===== src/rtl/uart_tx_arbiter.sv =====
// Round-robin arbiter sharing one UART transmitter among N_REQ byte requesters.
// Supports locked bursts, one write strobe per byte, and a busy-start watchdog.
module uart_tx_arbiter #(
    parameter int N_REQ        = 4,
    parameter int MAX_BURST    = 16,
    parameter int BUSY_TIMEOUT = 32
) (
    input  logic               i_clk,
    input  logic               i_rst,
    input  logic [N_REQ-1:0]   req,
    input  logic [8*N_REQ-1:0] data_flat,
    input  logic [N_REQ-1:0]   last,
    output logic [N_REQ-1:0]   ack,
    input  logic               uart_busy,
    output logic               uart_wr_enb,
    output logic [7:0]         uart_data,
    output logic               grant_valid,
    output logic [2:0]         grant_id,
    output logic               err_timeout
);

    typedef enum logic [1:0] {IDLE, LOAD, WAIT_BUSY, WAIT_DONE} state_t;

    state_t     r_state;
    logic [2:0] r_ptr;
    logic [7:0] r_burst;
    logic [7:0] r_timer;
    logic       r_last_q;

    // Pad requester inputs to the 8-requester maximum so 3-bit indices fit exactly.
    logic [7:0]       w_req8;
    logic [7:0]       w_last8;
    logic [63:0]      w_data64;
    logic             w_found;
    logic [2:0]       w_win;
    logic [3:0]       w_j;
    logic [2:0]       w_sel;
    logic [7:0]       w_sel_data;
    logic             w_sel_last;
    logic [N_REQ-1:0] w_sel_onehot;
    logic             w_continue;

    assign w_req8   = 8'(req);
    assign w_last8  = 8'(last);
    assign w_data64 = 64'(data_flat);

    always_comb begin
        w_found = 1'b0;
        w_win   = 3'd0;
        w_j     = 4'd0;
        for (int i = 1; i <= N_REQ; i++) begin
            w_j = {1'b0, r_ptr} + 4'(i);
            if (w_j >= 4'(N_REQ))
                w_j = w_j - 4'(N_REQ);
            if (!w_found && w_req8[w_j[2:0]]) begin
                w_found = 1'b1;
                w_win   = w_j[2:0];
            end
        end
    end

    // Capture source: the arbitration winner from IDLE, else the current owner.
    assign w_sel        = (r_state == IDLE) ? w_win : grant_id;
    assign w_sel_data   = w_data64[{w_sel, 3'b000} +: 8];
    assign w_sel_last   = w_last8[w_sel];
    assign w_sel_onehot = N_REQ'(1) << w_sel;
    assign w_continue   = !r_last_q && (r_burst < 8'(MAX_BURST)) && w_req8[grant_id];

    always_ff @(posedge i_clk or negedge i_rst) begin
        if (!i_rst) begin
            r_state     <= IDLE;
            r_ptr       <= 3'(N_REQ - 1);
            r_burst     <= 8'd0;
            r_timer     <= 8'd0;
            r_last_q    <= 1'b0;
            ack         <= '0;
            uart_wr_enb <= 1'b0;
            uart_data   <= 8'd0;
            grant_valid <= 1'b0;
            grant_id    <= 3'd0;
            err_timeout <= 1'b0;
        end else begin
            ack         <= '0;
            uart_wr_enb <= 1'b0;
            err_timeout <= 1'b0;
            case (r_state)
                IDLE: begin
                    if (w_found && !uart_busy) begin
                        grant_valid <= 1'b1;
                        grant_id    <= w_win;
                        uart_data   <= w_sel_data;
                        r_last_q    <= w_sel_last;
                        uart_wr_enb <= 1'b1;
                        ack         <= w_sel_onehot;
                        r_state     <= LOAD;
                    end
                end
                LOAD: begin
                    r_burst <= r_burst + 8'd1;
                    r_timer <= 8'd0;
                    r_state <= WAIT_BUSY;
                end
                WAIT_BUSY: begin
                    if (uart_busy) begin
                        r_state <= WAIT_DONE;
                    end else if (r_timer + 8'd1 == 8'(BUSY_TIMEOUT - 1)) begin
                        // Byte is dropped, not retried; the requester already saw its ack.
                        err_timeout <= 1'b1;
                        grant_valid <= 1'b0;
                        r_ptr       <= grant_id;
                        r_burst     <= 8'd0;
                        r_state     <= IDLE;
                    end else begin
                        r_timer <= r_timer + 8'd1;
                    end
                end
                WAIT_DONE: begin
                    if (!uart_busy) begin
                        if (w_continue) begin
                            uart_data   <= w_sel_data;
                            r_last_q    <= w_sel_last;
                            uart_wr_enb <= 1'b1;
                            ack         <= w_sel_onehot;
                            r_state     <= LOAD;
                        end else begin
                            grant_valid <= 1'b0;
                            r_ptr       <= grant_id;
                            r_burst     <= 8'd0;
                            r_state     <= IDLE;
                        end
                    end
                end
                default: r_state <= IDLE;
            endcase
        end
    end

endmodule

===== config.mk =====
export PLATFORM = sky130hd
export DESIGN_NAME = uart_tx_arbiter
export DESIGN_NICKNAME = d
export VERILOG_FILES = /design/src/rtl/uart_tx_arbiter.sv
export SDC_FILE = /design/constraint.sdc
export NUM_CORES = 1
export LEC_CHECK = 0
export ABC_AREA = 1
export CELL_PAD_IN_SITES_DETAIL_PLACEMENT = 0
export CELL_PAD_IN_SITES_GLOBAL_PLACEMENT = 1
export CORE_MARGIN = 1.5
export CORE_UTILIZATION = 39
export DETAILED_ROUTE_END_ITERATION = 12
export PLACE_DENSITY = 0.95
export SLEW_MARGIN = 20
export SYNTH_ARGS = -nofsm -noshare
export SYNTH_HDL_FRONTEND = slang
export SYNTH_SLANG_ARGS = --single-unit

===== constraint.sdc =====
create_clock -name i_clk -period 6.1 [get_ports i_clk]
set_clock_uncertainty 0.1 [all_clocks]
set_input_delay 0.61 -clock i_clk [delete_from_list [all_inputs] [get_ports i_clk]]
set_output_delay 0.61 -clock i_clk [all_outputs]
set_load 0.05 [all_outputs]

== Word level (Yosys, flattened, before mapping) ==
Index checks and enable logic that the tools add are counted.
Widths: inputs -> output; s select.

* Flip-flop bits (word level): 40
* Bits of input ports: 43
* Output and inout bits: 18

* Add/sub/neg operators: 10
* $lt $le $gt $ge: 11
* Equality and inequality tests: 12
* Shifts and indexed selects: 2
* Multiplexer cells: 69
* Reductions and logical operators: 24

{| class="wikitable"
|+ Operators by type and width
! kind !! count
|-
| $mux 8 || 9
|-
| $shiftx 64x7->8 || 1
|-
| $mux 3 || 13
|-
| $pmux 8 s2 || 2
|-
| $mux 1 || 25
|-
| $lt 3x4->1 const B || 6
|-
| $pmux 8 s3 || 1
|-
| $bmux 1 s3 || 6
|-
| $add 8x1->8 const B || 2
|-
| $ge 4x3->1 const B || 4
|-
| $mux 4 || 3
|-
| $ne 2x2->1 const B || 6
|-
| $sub 3x3->3 const B || 4
|-
| $reduce_and 5->1 || 2
|-
| $add 3x2->4 const B || 2
|-
| $eq 8x5->1 const B || 1
|-
| $lt 8x5->1 const B || 1
|-
| $mux 2 || 4
|-
| $pmux 2 s4 || 1
|-
| $pmux 4 s2 || 1
|-
| $logic_and 1x1->1 || 6
|-
| $pmux 3 s2 || 1
|-
| $reduce_and 3->1 || 2
|-
| $reduce_and 6->1 || 1
|-
| 15 further kinds || 24
|}

== Depth between registers and ports, before layout ==
* Word-level depth: 21
* Mapped depth: 16
* Depth with buffers taken out: 15

== Worst setup path after synthesis ==
Ideal clock, no wire load.

* Path type: register -> register
* From: register r_ptr[0]
* To: register uart_data[0]
* Library setup time: 0.118 ns
* Arrival: 2.070 ns
* Path slack: 3.812 ns
* Stages on the path, launching flop included: 16
* Path buffers: 2
* Clock period less this slack: 2.288 ns
* Cell sequence: dfstp_2 -> inv_2 -> ha_1 -> inv_1 -> nand3_1 -> inv_2 -> nor2_4 -> nand2_1 -> nand3_1 -> nand3_2 -> buf_6 -> buf_12 -> nand3_2 -> nand3_1 -> nand3_1 -> nand2_1

* Cells in the longest elaborated chain, start to end: 20
* Elaborated cells between the ends (all ways): 47
* Classes of those cells: 8 x add/sub; 4 x order compare; 1 x eq/ne; 1 x shift; 25 x mux; 8 x reduce/logical

{| class="wikitable"
|+ Ends and longest elaborated chain
! item !! line !! text
|-
| from (decl) || 25 || <nowiki>logic [2:0] r_ptr;</nowiki>
|-
| from (signal assigned) || 72 || <nowiki>r_ptr <= 3'(N_REQ - 1);</nowiki>
|-
| from (signal assigned) || 110 || <nowiki>r_ptr <= grant_id;</nowiki>
|-
| from (signal assigned) || 127 || <nowiki>r_ptr <= grant_id;</nowiki>
|-
| $add 3x1->4 || 52 || <nowiki>w_j = {1'b0, r_ptr} + 4'(i);</nowiki>
|-
| $ge 4x3->1 or $sub 3x3->3 (tied branches) || 53, 54 ||
|-
| $mux 3 || 53 || <nowiki>if (w_j >= 4'(N_REQ))</nowiki>
|-
| $bmux 1 s3 || 55 || <nowiki>if (!w_found && w_req8[w_j[2:0]]) begin</nowiki>
|-
| $mux 1 (implied by the code) || 55 ||
|-
| $mux 1 || 55 ||
|-
| $logic_not 1->1 || 55 ||
|-
| $logic_and 1x1->1 || 55 ||
|-
| (+4 left out) || -- ||
|-
| $logic_not 1->1 || 55 ||
|-
| $logic_and 1x1->1 || 55 ||
|-
| $mux 3 || 55 ||
|-
| $mux 3 || 63 || <nowiki>assign w_sel = (r_state == IDLE) ? w_win : grant_id;</nowiki>
|-
| $shiftx 64x7->8 || 64 || <nowiki>assign w_sel_data = w_data64[{w_sel, 3'b000} +: 8];</nowiki>
|-
| $mux 8 || 119 || <nowiki>if (w_continue) begin</nowiki>
|-
| $mux 8 || 118 || <nowiki>if (!uart_busy) begin</nowiki>
|-
| $pmux 8 s2 || 86 || <nowiki>case (r_state)</nowiki>
|-
| to (signal assigned) || 91 || <nowiki>uart_data <= w_sel_data;</nowiki>
|-
| to (signal assigned) || 120 || <nowiki>uart_data <= w_sel_data;</nowiki>
|-
| to (decl) || 16 || <nowiki>output logic [7:0] uart_data,</nowiki>
|}

Several ways; a longest one is shown, not always the timed one. The select of a mux whose other input is x is not followed.
A chain may end at the register's enable or synchronous reset.

== Final worst setup path ==
* From: register r_ptr[0]
* To: register uart_data[2]

Same word-level chain as after synthesis.

==> impl_metrics.ini <==
[synth]
synthesis.nets = 415
synth_area_leaders = dfrtp_1 35%, nand2_1 14%, nand3_1 13%, nand3_2 5.5%, ha_1 4.6%
yosysTopAreaCell = dfrtp_1
main_combinational_cell_family_by_area_after_synthesis = simple AND/OR/NAND/NOR gates
synth_enable_flop_cells = 0
synth_mux_area_share_pct = 0
xor_xnor_fraction_of_synth_area_pct = 2.27
netlist_area_mm2 = 0.00271
synthArstFlopShare_pct = 100
postSynthAreaPerCell_um2 = 7.48
gate_count_post_synth = 362
synthMostInstantiatedCell = nand2_1
yosys-top-cells-count = 100 x nand2_1, 69 x nand3_1, 38 x dfrtp_1
ys.flop_type = dfrtp_1
synth_area_in_compound_gates_pct = 5.50
synthDominantCellAreaShare_pct = 35.1
yosys_warns = 0
synth_seq_area_share_pct = 37.1
post_synth_and_or_nand_nor_area_fraction_pct = 43.2
synthAdderAreaFrac_pct = 4.62
synth.ff_latch_count = 40
netlist_cell_types = 31

[setup_path]
cp_common_cell = nand3_1
crit_arrival_ps = 3050
critical_path_buf_inv_count = 3
worst-path-max-fanout = 20
path_class = reg -> reg
type_of_element_capturing_the_critical_path = register
timing.critical_path.cells = inv_2 > ha_1 > inv_1 > nand3_1 > inv_2 > nor2_4 > nand2_1 > nand3_1 > nand3_2 > nand2_4 > nand2_1 > nand3_1 > nand3_1 > nand2_1
critical_path.top_delay_family = simple AND/OR/NAND/NOR gates
crit_path_top_delay_cell = dfstp_2
cp.required_ps = 6230
start_kind = register
worst-r2r-cell-count = 14
critical_path.max_stage_delay_ps = 600
path_depth = 14

[timing]
setup_repair_after_global_routing_missed_its_margin = no
fin_crit_ps = 2920
timing.slew.headroom_pct = 40.8
timing.final.max_slew_violations = 0
finalSetupViolations = 0
finalCritPeriodShare_pct = 47.9
maxClockFrequency_ghz = 0.342
timing_hold_violations_final = 0
worst_pin_slew_ps = 886
fin_setup_tns_ps = 0

[route]
routed_wirelength_mm = 6.83
dr.first_iter.drc_count = 146
post_drt_wl_per_cell_um = 13.6
antenna_violating_nets_post_route = 0
route.vias.total = 2661
drt_pass1_iterations = 4
vias_per_cell = 5.31
route.detailed.drc = 0

[clocking]
cts.hold.buffers_added = 0
cts_made_buffers = 5
cts_setup_buffers = 0
cts_resized = 0
cts_tree = yes
clock_tree.htree_level_count = 2
cts.sink_count = 40
worst_skew_pair.late_latency_ps = 290
worst_setup_hold_path_clk_slew_ps = 80
root_buffer = clkbuf_8
max-clock-path-buffers = 2

[final_layout]
final.fill_count = 642
final_antenna_diode_count = 0
final_layout_size_suffix_gt1_share_pct = 10.7
synthToLayoutAreaGrowth_pct = 27.3
num-nets-final = 473
final-instance-count-excl-fill = 501

[status]
run_status = completed

[pwr]
finalPower_mw = 1.92
power-per-cell-area_mw_per_mm2 = 558
maximum_vdd_drop_uv = 295
cellLeakagePower_nw = 1.65

[floorplanning]
rows = 30
floorplan.io_pins = 61
initial_core_util_pct = 40.1
die-area_mm2 = 0.00745
die_height_um = 86.3
core_area_mm2 = 0.00676
die_w_um = 86.3

[global_routing]
grt_max_degree = 41
globalRouteOverflowTotal = 0
first_global_vias = 2505
grt_antenna_before_repair = 0
grtUsageTotal_pct = 19.2
grt_first_pass_wirelength_mm = 11.6

[place]
portBuffers = 60
dp.cells = 493
dp_hpwl_mm = 5.02
final_weighted_congestion_in_routability_driven_placement = 0.853

[hold_path]
holdCritPathClass = in -> async

[flow_run]
max_capacitance_violation_count = 0
==> worst paths after layout <==
check / startpoint / endpoint / slack, ps
max: r_ptr[0] / uart_data[2] / 3180
min in group i_clk: uart_data[2] / uart_data[2] / 390
max in group asynchronous: i_rst / ack[1] / 5000
max reg2reg: r_ptr[0] / uart_data[2] / 3180
min reg2reg: uart_data[2] / uart_data[2] / 390
min: i_rst / grant_valid / 340
==> flip-flops by register name, indices dropped and copies added, names as in the netlist <==
name and count:
r_state 2, r_ptr 3, grant_valid 1, uart_wr_enb 1
ack 4, r_burst 8, grant_id 3, r_last_q 1
uart_data 8, r_timer 8, err_timeout 1
==> cells in the final DEF, fill, tap and decap left out <==
cell type / count
xnor2_1: 2
nand3_1: 69
nor3_1: 5
nand2_1: 100
nor2_4: 1
nor2_2: 2
buf_2: 1
nor4_1: 1
nor2_1: 22
clkbuf_8: 7
inv_4: 1
nand3_2: 15
dfrtp_1: 38
o22ai_1: 3
clkdlybuf4s50_1: 59
nand2_2: 7
inv_2: 4
dfstp_2: 2
bufinv_16: 1
nand2_4: 2
a21oi_1: 10
nand4_2: 1
nor3b_1: 3
nand4_1: 7
o21ai_0: 16
ha_1: 10
or2_0: 1
xor2_1: 5
inv_1: 24
or2_4: 1
clkinv_1: 1
==> per-stage QoR <==
stage | worst slack (ps) | hold slack, ps | utilization (%) | cell area, um^2
3_3_place_gp | 3160 | 365 | 49.1 | 3320
5_1_grt | 2890 | 411 | 51.0 | 3440
3_5_place_dp | 3130 | 370 | 49.1 | 3320
6_report | 3180 | 340 | 51.0 | 3440
4_1_cts | 3190 | 369 | 51.0 | 3440
2_1_floorplan | 3810 | 214 | - | 2710
==> power by group <==
part           internal, mW  switching (mW)
Clock                 0.144          0.0913
Sequential            0.359          0.0814
Combinational         0.395           0.853
==> logic make-up (layout without fill, tap and decap cells) <==
logic type | count (synthesis) | after routing
simple gates | 237 | 237
flops | 40 | 40
buf+inv | 39 | 98
compound gates | 29 | 29
fa+ha+maj | 10 | 10
xor+xnor | 7 | 7
==> final cells by class <==
| type | instances | area, um^2 | area share, % |
|---|---|---|---|
| Clock buffer | 7 | 96.3 | 2.80 |
| Clock inverter | 1 | 30.0 | 0.872 |
| Inverter | 30 | 115 | 3.34 |
| Multi-Input combinational cell | 283 | 1500 | 43.7 |
| Sequential cell | 40 | 1000 | 29.1 |
| Tap cell | 80 | 100 | 2.91 |
| Timing Repair Buffer | 60 | 596 | 17.3 |
==> per-layer routing <==
| metal | up-vias | wire, um | GRT usage (%) |
|---|---|---|---|
| met5 | - | 0 | 0 |
| met4 | 0 | 113 | 6.01 |
| met3 | 14 | 360 | 3.24 |
| met2 | 93 | 3090 | 31.0 |
| met1 | 1232 | 3270 | 26.4 |
| li1 | 1322 | - | - |
(Power assumes the default switching activity.)
==> RTL edit: new RTL, same settings <==
Register the output `err_timeout` once more, with the module's reset; this adds one clock of latency there. The other outputs are not delayed to match.
--- a/src/rtl/uart_tx_arbiter.sv
+++ b/src/rtl/uart_tx_arbiter.sv
@@ -22,2 +22,4 @@
     typedef enum logic [1:0] {IDLE, LOAD, WAIT_BUSY, WAIT_DONE} state_t;
+
+    logic err_timeout_s0;
 
@@ -80,3 +82,3 @@
             grant_id    <= 3'd0;
-            err_timeout <= 1'b0;
+            err_timeout_s0 <= 1'b0;
         end else begin
@@ -84,3 +86,3 @@
             uart_wr_enb <= 1'b0;
-            err_timeout <= 1'b0;
+            err_timeout_s0 <= 1'b0;
             case (r_state)
@@ -107,3 +109,3 @@
                         // Byte is dropped, not retried; the requester already saw its ack.
-                        err_timeout <= 1'b1;
+                        err_timeout_s0 <= 1'b1;
                         grant_valid <= 1'b0;
@@ -137,2 +139,10 @@
 
+    always_ff @(posedge i_clk or negedge i_rst) begin
+        if (!i_rst) begin
+            err_timeout <= '0;
+        end else begin
+            err_timeout <= err_timeout_s0;
+        end
+    end
+
 endmodule
Formal check against the unedited RTL: same outputs for any inputs over 10 cycles, from zero or initial values and one cycle with i_rst low; that may be too few to reach the edited logic, so the function may still have changed.
==> RTL edit against the unedited design <==
Worst setup slack lost 0.099 ns. Area after synthesis grew 8.4%. Die area grew 8.1%. Power decreased by 2.1%. Sequential cell count grew 1. Cell count rose by 8.6%. Routed wire length rose by 1.3%. Critical endpoint is now uart_data[4]. Final area increased by 6.0%.
==> RTL edit: results (changes against the unedited design) <==
Power and ir drop
  • Leak Pwr: 1.76 nW (was 1.65 nW)
  • Max IR drop VDD: 0.000373 V (was 0.000295 V)

Logic synthesis
  • Sequential area share after synthesis: 35.1% (was 37.1%)
  • Mapped Cells: 389 (was 362)
  • Post-synth top cells: nand2_1 (106), nand3_1 (58), dfrtp_1 (39) (was nand2_1 (100), nand3_1 (69), dfrtp_1 (38))
  • Top cells by area, synth: dfrtp_1 (33%), nand2_1 (14%), nand3_1 (9.9%), nand3_2 (7.2%), ha_1 (4.3%) (was dfrtp_1 (35%), nand2_1 (14%), nand3_1 (13%), nand3_2 (5.5%), ha_1 (4.6%))
  • Net count after synthesis: 442 (was 415)
  • Yosys cell types: 35 (was 31)

Global route
  • Vias in the first global route: 2534 (was 2505)
  • First-pass GRT wire length: 11700 um (was 11600 um)
  • GRT Util Overall: 17.2% (was 19.2%)
  • Pin count of the biggest net entering global routing: 42 (was 41)

Worst setup path
  • Max incr delay on CP: 0.62 ns (was 0.60 ns)
  • Crit path DAT: 3.15 ns (was 3.05 ns)
  • CP delay by family, top: simple AND/OR/NAND/NOR gates (unchanged)
  • Critical path's slowest cell: dfstp_2 (unchanged)
  • Reg-to-reg slack, setup: 3.08 ns (was 3.18 ns)

Timing
  • Final period util: 49.5% (was 47.9%)
  • Min Hold Slack: 0.254 ns (was 0.340 ns)
  • Relative slew slack: 38.9% (was 40.8%)

Final layout
  • Top flop regs: r_burst x8, r_timer x8, uart_data x8 (unchanged)
  • Ratio of cells with drive above 1 in the final layout: 13.3% (was 10.7%)
  • Fill cells: 745 (was 642)
  • Antenna fix cells: 0 (unchanged)
  • Finished Layout Cells: 544 (was 501)
  • Final nets: 497 (was 473)

Placed design
  • Hpwl dp: 5160 um (was 5020 um)
  • Area after DPL: 3550 um2 (was 3320 um2)
  • Routability congestion estimate: 0.858 (was 0.853)

Detailed routing
  • Met2 Wirelength: 3380 um (was 3090 um)
  • Vias: 2753 (was 2661)
  • Initial DRC count: 119 (was 146)
  • Met3 WL post-DR: 223 um (was 360 um)
  • Metal-1 WL: 3290 um (was 3270 um)
  • Routed WL per cell: 12.7 um (was 13.6 um)

Hold path
  • Worst Hold Class: reg2reg (was in2async)

Status
  • Status: finished clean (unchanged)
-- RTL edit: changes by cell type in the layout (fill, tap and decap cells not counted), sizes merged, moves of 2 or more --
| cell | before | now |
|---|---|---|
| nand2 | 109 | 119 |
| inv | 29 | 36 |
| o22ai | 3 | 5 |
| nand4 | 8 | 16 |
| nor3 | 5 | 11 |
| nor3b | 3 | 0 |
| a21oi | 10 | 5 |
| nand3 | 84 | 80 |
-- RTL edit: final timing paths --
kind,cells past startpoint,from,end
max reg2reg,14,r_ptr[0],uart_data[4]
min reg2reg,0,err_timeout_s0,err_timeout
min,0,err_timeout_s0,err_timeout
min in group asynchronous,1,i_rst,r_burst[4]
max in group asynchronous,1,i_rst,r_last_q
max,14,r_ptr[0],uart_data[4]
-- RTL edit: metal layers --
metal / vias to the layer above / track usage, %
met1: 1290 / 23.7
met4: 0 / 2.65
met3: 4 / 3.55
met2: 47 / 28.6
li1: 1412 / -
met5: - / 0
-- RTL edit: where the power goes --
group	leakage (nW)	switching, mW	total (mW)	internal, mW
Clock	0.0542	0.0950	0.197	0.102
Combinational	1.17	0.848	1.25	0.400
Sequential	0.533	0.0780	0.437	0.359
-- RTL edit: logic make-up (layout without fill, tap and decap cells) --
group / Yosys count / in the layout / share of synthesized area [%]
compound gates: 27 / 27 / 5.16
fa+ha+maj: 10 / 10 / 4.27
buf+inv: 48 / 104 / 8.23
xor+xnor: 7 / 7 / 2.09
flops: 41 / 41 / 35.1
simple gates: 256 / 256 / 45.2
-- RTL edit: area by class of cell --
class	count	area, um2	share of cell area [%]
multi-input combinational	300	1660	45.5
sequential	41	1030	28.2
timing repair buffer	60	596	16.3
inverter	36	140	3.84
tap	99	124	3.39
clock buffer	7	96.3	2.64
clock inverter	1	5.00	0.137
